$ cat config.mk
export PLATFORM = sky130hd
export DESIGN_NAME = counter_event_monitor_flat
export DESIGN_NICKNAME = d
export VERILOG_FILES = /design/src/rtl/counter_event_monitor_pkg.sv /design/src/rtl/counter_event_monitor_if.sv /design/src/rtl/counter_event_monitor_event_fifo.sv /design/src/rtl/counter_event_monitor.sv /design/src/flat_wrapper.sv
export SDC_FILE = /design/constraint.sdc
export NUM_CORES = 1
export LEC_CHECK = 0
export ABC_AREA = 0
export CAP_MARGIN = 20
export CORE_MARGIN = 3
export CORE_UTILIZATION = 54
export DETAILED_ROUTE_END_ITERATION = 8
export HOLD_SLACK_MARGIN = 0.05
export MAX_ROUTING_LAYER = met4
export PLACE_DENSITY = 0.76
export SLEW_MARGIN = 20
export SYNTH_ARGS = -nofsm -noshare
export SYNTH_HDL_FRONTEND = slang
export SYNTH_SLANG_ARGS = --single-unit
$ cat constraint.sdc
create_clock -name clk -period 4.7 [get_ports clk]
set_clock_uncertainty 0.05 [all_clocks]
set_input_delay 1.175 -clock clk [delete_from_list [all_inputs] [get_ports clk]]
set_output_delay 1.175 -clock clk [all_outputs]
set_load 0.01 [all_outputs]
$ cat src/rtl/counter_event_monitor_pkg.sv
// Shared definitions for the counter event monitor.
//   ev_type_e : 2-bit event codes carried on ev_type (EV_NONE is never queued)
//   ev_rec_t  : queued event record {type, counter value}, EV_W bits wide
package counter_event_monitor_pkg;

  typedef enum logic [1:0] {
    EV_NONE  = 2'b00,
    EV_LOAD  = 2'b01,
    EV_WRAP  = 2'b10,
    EV_MATCH = 2'b11
  } ev_type_e;

  localparam int unsigned EV_W = 10;

  typedef struct packed {
    ev_type_e   typ;
    logic [7:0] value;
  } ev_rec_t;

endpackage

$ cat src/rtl/counter_event_monitor_if.sv
// Event stream from the monitor to its consumer (valid/ready).
//   ev_valid : head of event queue valid          (master -> slave)
//   ev_ready : consumer accepts head this cycle   (slave -> master)
//   ev_type  : head event code                    (master -> slave)
//   ev_value : counter value captured with event  (master -> slave)
interface counter_event_monitor_if;
  logic       ev_valid;
  logic       ev_ready;
  logic [1:0] ev_type;
  logic [7:0] ev_value;

  modport master (output ev_valid, output ev_type, output ev_value, input ev_ready);
  modport slave  (input ev_valid, input ev_type, input ev_value, output ev_ready);
endinterface

$ cat src/rtl/counter_event_monitor_event_fifo.sv
// Small synchronous FIFO for event records.
//   clk, reset : clock, asynchronous active-high reset (empties the FIFO)
//   push, din  : write din at the clock edge (caller ensures !full or pop)
//   pop        : drop the head at the clock edge (caller ensures !empty)
//   dout       : current head entry (meaningless while empty)
//   full,empty : occupancy flags
module event_fifo
  import counter_event_monitor_pkg::*;
#(
  parameter int unsigned DEPTH = 4,
  parameter int unsigned WIDTH = EV_W
) (
  input  logic             clk,
  input  logic             reset,
  input  logic             push,
  input  logic [WIDTH-1:0] din,
  input  logic             pop,
  output logic [WIDTH-1:0] dout,
  output logic             full,
  output logic             empty
);
  localparam int unsigned AW = $clog2(DEPTH);

  logic [WIDTH-1:0] mem [DEPTH];
  // Extra MSB on each pointer distinguishes full from empty.
  logic [AW:0]      wr_ptr;
  logic [AW:0]      rd_ptr;

  assign empty = (wr_ptr == rd_ptr);
  assign full  = (wr_ptr[AW] != rd_ptr[AW]) && (wr_ptr[AW-1:0] == rd_ptr[AW-1:0]);
  assign dout  = mem[rd_ptr[AW-1:0]];

  always_ff @(posedge clk or posedge reset) begin
    if (reset) begin
      wr_ptr <= '0;
      rd_ptr <= '0;
    end else begin
      if (push) wr_ptr <= wr_ptr + (AW+1)'(1);
      if (pop)  rd_ptr <= rd_ptr + (AW+1)'(1);
    end
  end

  // Push into a full FIFO with a simultaneous pop overwrites the slot being
  // read out this cycle, so no bypass path is needed.
  always_ff @(posedge clk) begin
    if (push) mem[wr_ptr[AW-1:0]] <= din;
  end

endmodule

$ cat src/rtl/counter_event_monitor.sv
// Passive observer of an 8-bit loadable counter. Classifies LOAD, WRAP and
// MATCH events and queues them as {type,value} for a valid/ready consumer.
//   clk, reset        : clock, asynchronous active-high reset
//   cnt_data, cnt_wr  : observed counter value and its load strobe
//   cmp_en, cmp_val   : MATCH detection enable and compare value
//   ev (master)       : ev_valid/ev_ready/ev_type/ev_value event stream
//   ovf, ovf_clr      : sticky "event lost" flag and its clear
//   drop_cnt          : saturating count of lost events
module counter_event_monitor
  import counter_event_monitor_pkg::*;
#(
  parameter int unsigned DEPTH  = 4,
  parameter int unsigned DROP_W = 8
) (
  input  logic                     clk,
  input  logic                     reset,
  input  logic [7:0]               cnt_data,
  input  logic                     cnt_wr,
  input  logic                     cmp_en,
  input  logic [7:0]               cmp_val,
  counter_event_monitor_if.master  ev,
  output logic                     ovf,
  input  logic                     ovf_clr,
  output logic [DROP_W-1:0]        drop_cnt
);

  logic [7:0]  prev_data;
  logic        wr_d;
  logic        primed;

  logic        det_load, det_wrap, det_match;
  logic [1:0]  n_det;
  logic        push_req;
  ev_rec_t     push_rec;
  ev_rec_t     head;
  logic        fifo_full, fifo_empty;
  logic        pop, fifo_push, fifo_drop;
  logic [1:0]  drops;
  logic [DROP_W-1:0] drop_base;
  logic [DROP_W:0]   drop_sum;

  always_ff @(posedge clk or posedge reset) begin
    if (reset) begin
      prev_data <= '0;
      wr_d      <= 1'b0;
      primed    <= 1'b0;
    end else begin
      prev_data <= cnt_data;
      wr_d      <= cnt_wr;
      primed    <= 1'b1;
    end
  end

  // The counter takes its load one edge after cnt_wr, so wr_d marks the
  // cycle in which cnt_data shows the loaded value.
  assign det_load  = primed && wr_d;
  assign det_wrap  = primed && !wr_d && (prev_data == 8'hFF) && (cnt_data == 8'h00);
  assign det_match = primed && cmp_en && (cnt_data == cmp_val) &&
                     ((prev_data != cmp_val) || wr_d);

  always_comb begin
    push_req = 1'b0;
    push_rec = '{typ: EV_NONE, value: cnt_data};
    n_det    = {1'b0, det_load} + {1'b0, det_wrap} + {1'b0, det_match};
    if (det_load) begin
      push_req     = 1'b1;
      push_rec.typ = EV_LOAD;
    end else if (det_wrap) begin
      push_req     = 1'b1;
      push_rec.typ = EV_WRAP;
    end else if (det_match) begin
      push_req     = 1'b1;
      push_rec.typ = EV_MATCH;
    end
  end

  assign pop       = !fifo_empty && ev.ev_ready;
  assign fifo_push = push_req && (!fifo_full || pop);
  assign fifo_drop = push_req && fifo_full && !pop;

  // Lost events this cycle: detections beyond the one pushed, plus the
  // pushed one itself if the FIFO could not take it (0..3).
  assign drops     = (n_det - {1'b0, push_req}) + {1'b0, fifo_drop};
  assign drop_base = ovf_clr ? '0 : drop_cnt;
  assign drop_sum  = {1'b0, drop_base} + {{(DROP_W-1){1'b0}}, drops};

  always_ff @(posedge clk or posedge reset) begin
    if (reset) begin
      ovf      <= 1'b0;
      drop_cnt <= '0;
    end else begin
      ovf      <= (ovf && !ovf_clr) || (drops != 2'd0);
      drop_cnt <= drop_sum[DROP_W] ? '1 : drop_sum[DROP_W-1:0];
    end
  end

  event_fifo #(
    .DEPTH (DEPTH),
    .WIDTH (EV_W)
  ) u_fifo (
    .clk   (clk),
    .reset (reset),
    .push  (fifo_push),
    .din   (push_rec),
    .pop   (pop),
    .dout  (head),
    .full  (fifo_full),
    .empty (fifo_empty)
  );

  // Head fields read as zero while nothing is queued (also covers reset).
  assign ev.ev_valid = !fifo_empty;
  assign ev.ev_type  = fifo_empty ? 2'b00 : head.typ;
  assign ev.ev_value = fifo_empty ? 8'h00 : head.value;

endmodule

$ cat src/flat_wrapper.sv
// flat-port wrapper written by rule: the top's interface ports become plain ports
module counter_event_monitor_flat import counter_event_monitor_pkg::*;
#(
  parameter int unsigned DEPTH  = 4,
  parameter int unsigned DROP_W = 8
)
  (clk, reset, cnt_data, cnt_wr, cmp_en, cmp_val, ovf, ovf_clr, drop_cnt, ev_ev_valid, ev_ev_type, ev_ev_value, ev_ev_ready);
  counter_event_monitor_if ev_i ();
  input  logic clk;
  input  logic reset;
  input  logic [7:0] cnt_data;
  input  logic cnt_wr;
  input  logic cmp_en;
  input  logic [7:0] cmp_val;
  output logic ovf;
  input  logic ovf_clr;
  output logic [DROP_W-1:0] drop_cnt;
  output wire logic [$bits(ev_i.ev_valid)-1:0] ev_ev_valid;
  output wire logic [$bits(ev_i.ev_type)-1:0] ev_ev_type;
  output wire logic [$bits(ev_i.ev_value)-1:0] ev_ev_value;
  input wire logic [$bits(ev_i.ev_ready)-1:0] ev_ev_ready;
  assign ev_ev_valid = ev_i.ev_valid;
  assign ev_ev_type = ev_i.ev_type;
  assign ev_ev_value = ev_i.ev_value;
  assign ev_i.ev_ready = ev_ev_ready;
  counter_event_monitor #(.DEPTH(DEPTH), .DROP_W(DROP_W)) u_core (.clk(clk), .reset(reset), .cnt_data(cnt_data), .cnt_wr(cnt_wr), .cmp_en(cmp_en), .cmp_val(cmp_val), .ev(ev_i), .ovf(ovf), .ovf_clr(ovf_clr), .drop_cnt(drop_cnt));
endmodule
**After elaboration in Yosys (flattened, before gate mapping)**

Memory sizes are Yosys's and may differ from the RTL's.
Index checks and enable logic that the tools add are counted.

- Bits of input ports: 22
- Memories: 1
- Logic and storage cells: 56
- Bits in registers: 25
- Output and inout bits: 20
- Memory bits (writable): 40

Memory list:

| name | depth | bits a word | read ports | clocked after Yosys merged registers in | wr ports | line | text |
|---|---|---|---|---|---|---|---|
| u_core.u_fifo.mem | 4 | 10 | 1 | 0 | 1 | counter_event_monitor_event_fifo.sv:24 | `logic [WIDTH-1:0] mem [DEPTH];` |

- Add/sub/neg operators: 7
- Muxes and demuxes: 12
- Reductions and logical operators: 23
- Eq/ne operators: 6

Operator list:

| kind | number |
|---|---|
| $mux W8 | 3 |
| $logic_and A1 B1 Y1 | 13 |
| $add A8 B2 Y9 | 1 |
| $eq A8 B8 Y1 | 1 |
| $eq A8 B8 Y1 const B | 1 |
| $logic_not A8 Y1 | 1 |
| $mux W2 | 4 |
| $ne A8 B8 Y1 | 1 |
| $add A3 B1 Y3 const B | 2 |
| $logic_not A1 Y1 | 5 |
| $mux W1 | 5 |
| $add A2 B1 Y2 | 2 |
| $eq A3 B3 Y1 | 1 |
| $logic_or A1 B1 Y1 | 3 |
| $add A1 B1 Y2 | 1 |
| $eq A2 B2 Y1 | 1 |
| $reduce_bool A2 Y1 | 1 |
| $sub A2 B1 Y2 | 1 |
| $ne A1 B1 Y1 | 1 |

**Depth between registers and ports, before layout**

- Word-level depth: 11
- Mapped depth: 19
- Gate-level depth less buffers: 18

**Modules after synthesis**

Synthesis repeated with hierarchy kept, for this count alone.

- Cell total of the unflattened synthesis: 208
- Area, all modules: 3025.4 um^2

Modules (own cells, without submodules):

| module | times used | cells an instance | sequential area each (um^2) | area an instance (um^2) |
|---|---|---|---|---|
| event_fifo | 1 | 83 | 1351.3 | 1796.7 |
| counter_event_monitor | 1 | 125 | 475.5 | 1228.7 |

**Worst setup path before layout**

No wires, ideal clock.

- Path kind: in2reg
- Start point: input cmp_val[7]
- End point: register u_core.drop_cnt[4]
- Setup time: 0.083 ns
- Setup slack: -0.115 ns
- Arrival time: 4.682 ns
- Stages: 17
- Required time: 4.567 ns
- Path buffers: 1
- Path through: xor2_1 > nor4_1 > nand2_1 > or4_1 > clkbuf_1 > nand3_1 > ha_1 > inv_1 > fa_1 > ha_1 > xor2_1 > xnor2_1 > fa_1 > nor2b_1 > nand2_1 > or3_1 > o21ai_0

- Word-level cells in the longest chain between the ends: 11
- Elaborated cells between the ends (all ways): 15
- Those cells by class: add/sub (4); eq/ne (2); mux (4); reduce/logical (5)

RTL lines:

| what | line | text |
|---|---|---|
| start: declaration | flat_wrapper.sv:14 | `input logic [7:0] cmp_val;` |
| $eq A8 B8 Y1 / $ne A8 B8 Y1 (equally long branches) | counter_event_monitor.sv:58, counter_event_monitor.sv:59 |  |
| $logic_and A1 B1 Y1 / $logic_or A1 B1 Y1 (equally long branches) | counter_event_monitor.sv:58, counter_event_monitor.sv:59 |  |
| $logic_and A1 B1 Y1 (*) | counter_event_monitor.sv:58 | `assign det_match = primed && cmp_en && (cnt_data == cmp_val) &&` |
| branches (longest 5 deep; another with $sub A2 B1 Y2) | - |  |
| $add A2 B1 Y2 (*) | counter_event_monitor.sv:83 | `assign drops = (n_det - {1'b0, push_req}) + {1'b0, fifo_drop};` |
| $add A8 B2 Y9 (*) | counter_event_monitor.sv:85 | `assign drop_sum = {1'b0, drop_base} + {{(DROP_W-1){1'b0}}, drops};` |
| $mux W8 (*) | counter_event_monitor.sv:93 | `drop_cnt <= drop_sum[DROP_W] ? '1 : drop_sum[DROP_W-1:0];` |
| end signal: assignment | counter_event_monitor.sv:93 |  |
| end: declaration | counter_event_monitor.sv:24 | `output logic [DROP_W-1:0] drop_cnt` |

Mark *: on every way between the ends.
A chain may end at the register's enable or synchronous reset.

**Worst setup path after layout**

- Start point: input cnt_data[1]
- End point: memory u_core.u_fifo.mem[2][3] (netlist name) (enable)

- Word-level cells in the longest chain between the ends: 9
- Elaborated cells between the ends (all ways): 11
- Those cells by class: eq/ne (1); mux (5); reduce/logical (5)

RTL lines:

| what | line | text |
|---|---|---|
| start: declaration | flat_wrapper.sv:11 | `input logic [7:0] cnt_data;` |
| $eq A8 B8 Y1 | counter_event_monitor.sv:58 |  |
| $logic_and A1 B1 Y1 (2 in a row) | counter_event_monitor.sv:58 |  |
| $mux W1 | counter_event_monitor.sv:71 | `end else if (det_match) begin` |
| $mux W1 (*) | counter_event_monitor.sv:68 | `end else if (det_wrap) begin` |
| $mux W1 (*) | counter_event_monitor.sv:65 | `if (det_load) begin` |
| $logic_and A1 B1 Y1 (*) | counter_event_monitor.sv:78 | `assign fifo_push = push_req && (!fifo_full \|\| pop);` |
| $mux W1 (*) | counter_event_monitor_event_fifo.sv:46 | `if (push) mem[wr_ptr[AW-1:0]] <= din;` |
| $mux W1 (implied by the code) (*) | counter_event_monitor_event_fifo.sv:46 |  |
| end: declaration | counter_event_monitor_event_fifo.sv:24 |  |

Every way passes the cells marked *; elsewhere a longest branch is shown, timed or not.

==> flow_metrics.tcl <==
set metrics [dict create \
    outcome "finished, final reports clean" \
    fmax_mhz 214 \
    grt_pass1_wl_um 9730 \
    synth_nets 243 \
    clk_path_buf_depth 2 \
    max_stage_delay_ns 0.57 \
    startpoint "cnt_data[1]" \
    grt_pass1_vias 2043 \
    endpoint_kind "register" \
    crit_type "input pin to register" \
    antenna_cells 0 \
    first_iter_violations 108 \
    vias 2021 \
    yosysSeqAreaShare_pct 60.6 \
    coreArea_um2 5240 \
    total_power_uw 1880 \
    ys_seq_elements 65 \
    start_util_pct 57.6 \
    rr_startpoint "u_core.prev_data[7]$_DFF_PP0_" \
    die-height_um 80.7 \
    synth_top_area_share_pct 39.8 \
    post_drt_wl_per_cell_um 17.6 \
    cp.arrival_ns 4.60 \
    dp_hpwl_um 3960 \
    synth_top_flop_cell "edfxtp_1" \
    r2r_end "u_core.u_fifo.mem[2][3]$_DFFE_PP_" \
    ios 42 \
    cts_buffers 9 \
    leakage_uw 0.00162 \
    htree_num_levels 3 \
    cp_max_fo 10 \
    drc_errors 0 \
    dieArea_um2 6520 \
    worst_pin_slew_ns 0.564 \
    overflow 0 \
    final_nets 331 \
    slew_headroom_pct 62.4 \
    crit_top_cell "buf_4" \
    critical_path_required_ns 4.63 \
    die_width_um 80.7 \
    drt-total-wl_um 6570 \
    powerDensity_nw_per_um2 465 \
    setup_viol 0 \
    reg2regPathDepth 21 \
    tritoncts "built" \
    regToRegSetupSlack_ns 0.78 \
    worstSetupStartpointType "input pin" \
    gp_congestion 0.788 \
    hp-class "register to register" \
    hold_viol_final 0 \
    clk_pin_slew_ns 0.07 \
    cts_root_buf "clkbuf_8" \
    dr.pass1.iters 5 \
    antenna_found_initial 0 \
    async_flop_share_pct 38.5 \
    ir_worst_vdd_mv 0.319 \
    viasPerCell 5.42 \
    final_antenna_net_count 0 \
    area_growth_syn_to_layout_pct 34.3 \
    grt_max_degree 26 \
    maxCapViolCount 0 \
    cpMaxStageDelayCell "or4_1" \
    fin_crit_ns 4.66 \
    rows 26 \
    clock_latency_ns 0.34 \
    crit_end "u_core.u_fifo.mem[2][3]$_DFFE_PP_" \
    ys_types 42 \
    clkSinkCount 65 \
    avgSynthCellArea_um2 14.4 \
    path_cells "dlygate4sd2_1, or4_1, nor4_4, buf_4, buf_4, buf_4, buf_4, buf_4, buf_4, buf_4, buf_4, buf_4, buf_4, buf_4, buf_4, buf_4, buf_4, buf_4, buf_4, a31oi_1, o21ai_2, and2_1" \
    grt_usage_pct 21.3 \
    fin_ws_ns 0.0354 \
    layout-drive-gt1-share_pct 33.0 \
    yosys-top-cells-area "edfxtp_1 (40%), dfrtp_1 (21%), mux4_2 (7.5%), xor2_1 (4.1%), xnor2_1 (3.8%)" \
    synth_area_um2 3020 \
    synth_edf_count 40 \
    drv_slew 0 \
    ctsHoldBuffers 0 \
    fin_crit_sh_pct 99.2 \
    portBuffers 41 \
    post-place-ws_ns -0.819 \
    synth_top_area_cell "edfxtp_1" \
    syn_inst 210 \
    yosys_warnings 0 \
]
-- worst min-delay path by stage --
stage                                                endpoint  cells past startpoint                                start  slack (ns)
final                     u_core.u_fifo.rd_ptr[2]$_DFFE_PP0P_                      1  u_core.u_fifo.rd_ptr[2]$_DFFE_PP0P_        0.47
after global routing      u_core.u_fifo.rd_ptr[2]$_DFFE_PP0P_                      1  u_core.u_fifo.rd_ptr[2]$_DFFE_PP0P_        0.52
after CTS                                u_core.ovf$_DFF_PP0_                      2                 u_core.ovf$_DFF_PP0_        0.46
after detailed placement                 u_core.ovf$_DFF_PP0_                      2                 u_core.ovf$_DFF_PP0_        0.44
after global placement    u_core.u_fifo.rd_ptr[2]$_DFFE_PP0P_                      1  u_core.u_fifo.rd_ptr[2]$_DFFE_PP0P_        0.44
after floorplan           u_core.u_fifo.rd_ptr[2]$_DFFE_PP0P_                      1  u_core.u_fifo.rd_ptr[2]$_DFFE_PP0P_        0.42
-- sequential cells by signal (all words and copies together), names as in the netlist --
name                  cells
u_core.drop_cnt           8
u_core.ovf                1
u_core.prev_data          8
u_core.primed             1
u_core.u_fifo.mem        40
u_core.u_fifo.rd_ptr      3
u_core.u_fifo.wr_ptr      3
u_core.wr_d               1
-- worst max-delay path, delay by kind of cell --
kind / cells / cell delay, ns
simple gates: 3 / 1.32
buf+inv: 17 / 1.88
compound gates: 2 / 0.24
-- metrics by stage --
stage	util [%]	instance area [um^2]	TNS (ns)	hold slack [ns]	instances
2_1_floorplan	-	3030	0	0.415	210
3_3_place_gp	69.8	3660	-4.55	0.440	337
3_5_place_dp	69.8	3660	-5.48	0.445	337
4_1_cts	75.9	3970	0	0.456	369
5_1_grt	77.3	4050	-1.55	0.515	373
6_report	77.3	4050	0	0.468	373
-- placed cells by master (no fill, tap or decap), types with 3 or more instances in the layout --
cell type / n
nand3_1: 5
o21ai_0: 3
clkdlybuf4s50_1: 25
dlygate4sd2_1: 3
inv_1: 10
dfrtp_1: 25
nor2b_1: 3
xnor2_1: 12
nand2_1: 14
and2_1: 14
mux4_2: 10
edfxtp_1: 40
ha_1: 7
xor2_1: 10
clkbuf_2: 11
a31oi_1: 3
xor2_2: 4
nand2b_1: 3
clkbuf_8: 9
buf_4: 39
-- where the power goes --
part           switching, uW  leakage (uW)  internal (uW)  total (uW)
clock                    220     0.0000830            190         410
combinational            293      0.000876            407         700
sequential              80.0      0.000662            695         775
-- layer usage --
| layer | track usage [%] | part of all wire, % |
|---|---|---|
| met4 | 9.46 | 3.6 |
| met2 | 33.3 | 50 |
| met5 | - | 0 |
| met3 | 4.60 | 6.3 |
| met1 | 26.9 | 40 |
-- area by class of cell --
cell class	instances	area (um^2)
Clock buffer	9	124
Clock inverter	7	46.3
Inverter	10	37.5
Timing Repair Buffer	81	673
Fill cell	339	1190
Sequential cell	65	1830
Tap cell	70	87.6
Multi-Input combinational cell	131	1250
-- Yosys cell counts (2+ instances only) --
library cell  instances
clkbuf_1              3
nor3_1                3
fa_1                  2
nand4_1               2
xor2_1               14
nor2b_1               4
inv_1                10
dfrtp_1              25
edfxtp_1             40
nand3_1               6
o21ai_0               4
ha_1                  9
or4_1                 2
a21oi_1               3
nor2_1                3
mux4_2               10
xnor2_1              13
nand2b_1              3
nand2_1              15
and2_1               14
a31oi_1               3
nor4_1                2
-- repair_timing --
action	CTS	global route
pin swaps	8	17
resized for setup	25	39
endpoints found under the setup margin	8	43
setup buffers	16	3
-- cells by family (layout without fill, tap and decap cells) --
group	after synthesis	in the layout	synth area share (%)
XOR/XNOR	27	27	7.84
AND/OR/NAND/NOR	63	63	12.5
adder cells (fa/ha/maj)	11	11	5.06
flip-flops	65	65	60.6
multiplexers	12	12	8.34
other	1	1	0.124
buffers and inverters	14	107	1.78
AO/OA/AOI/OAI	17	17	3.78
(Power assumes the default switching activity.)
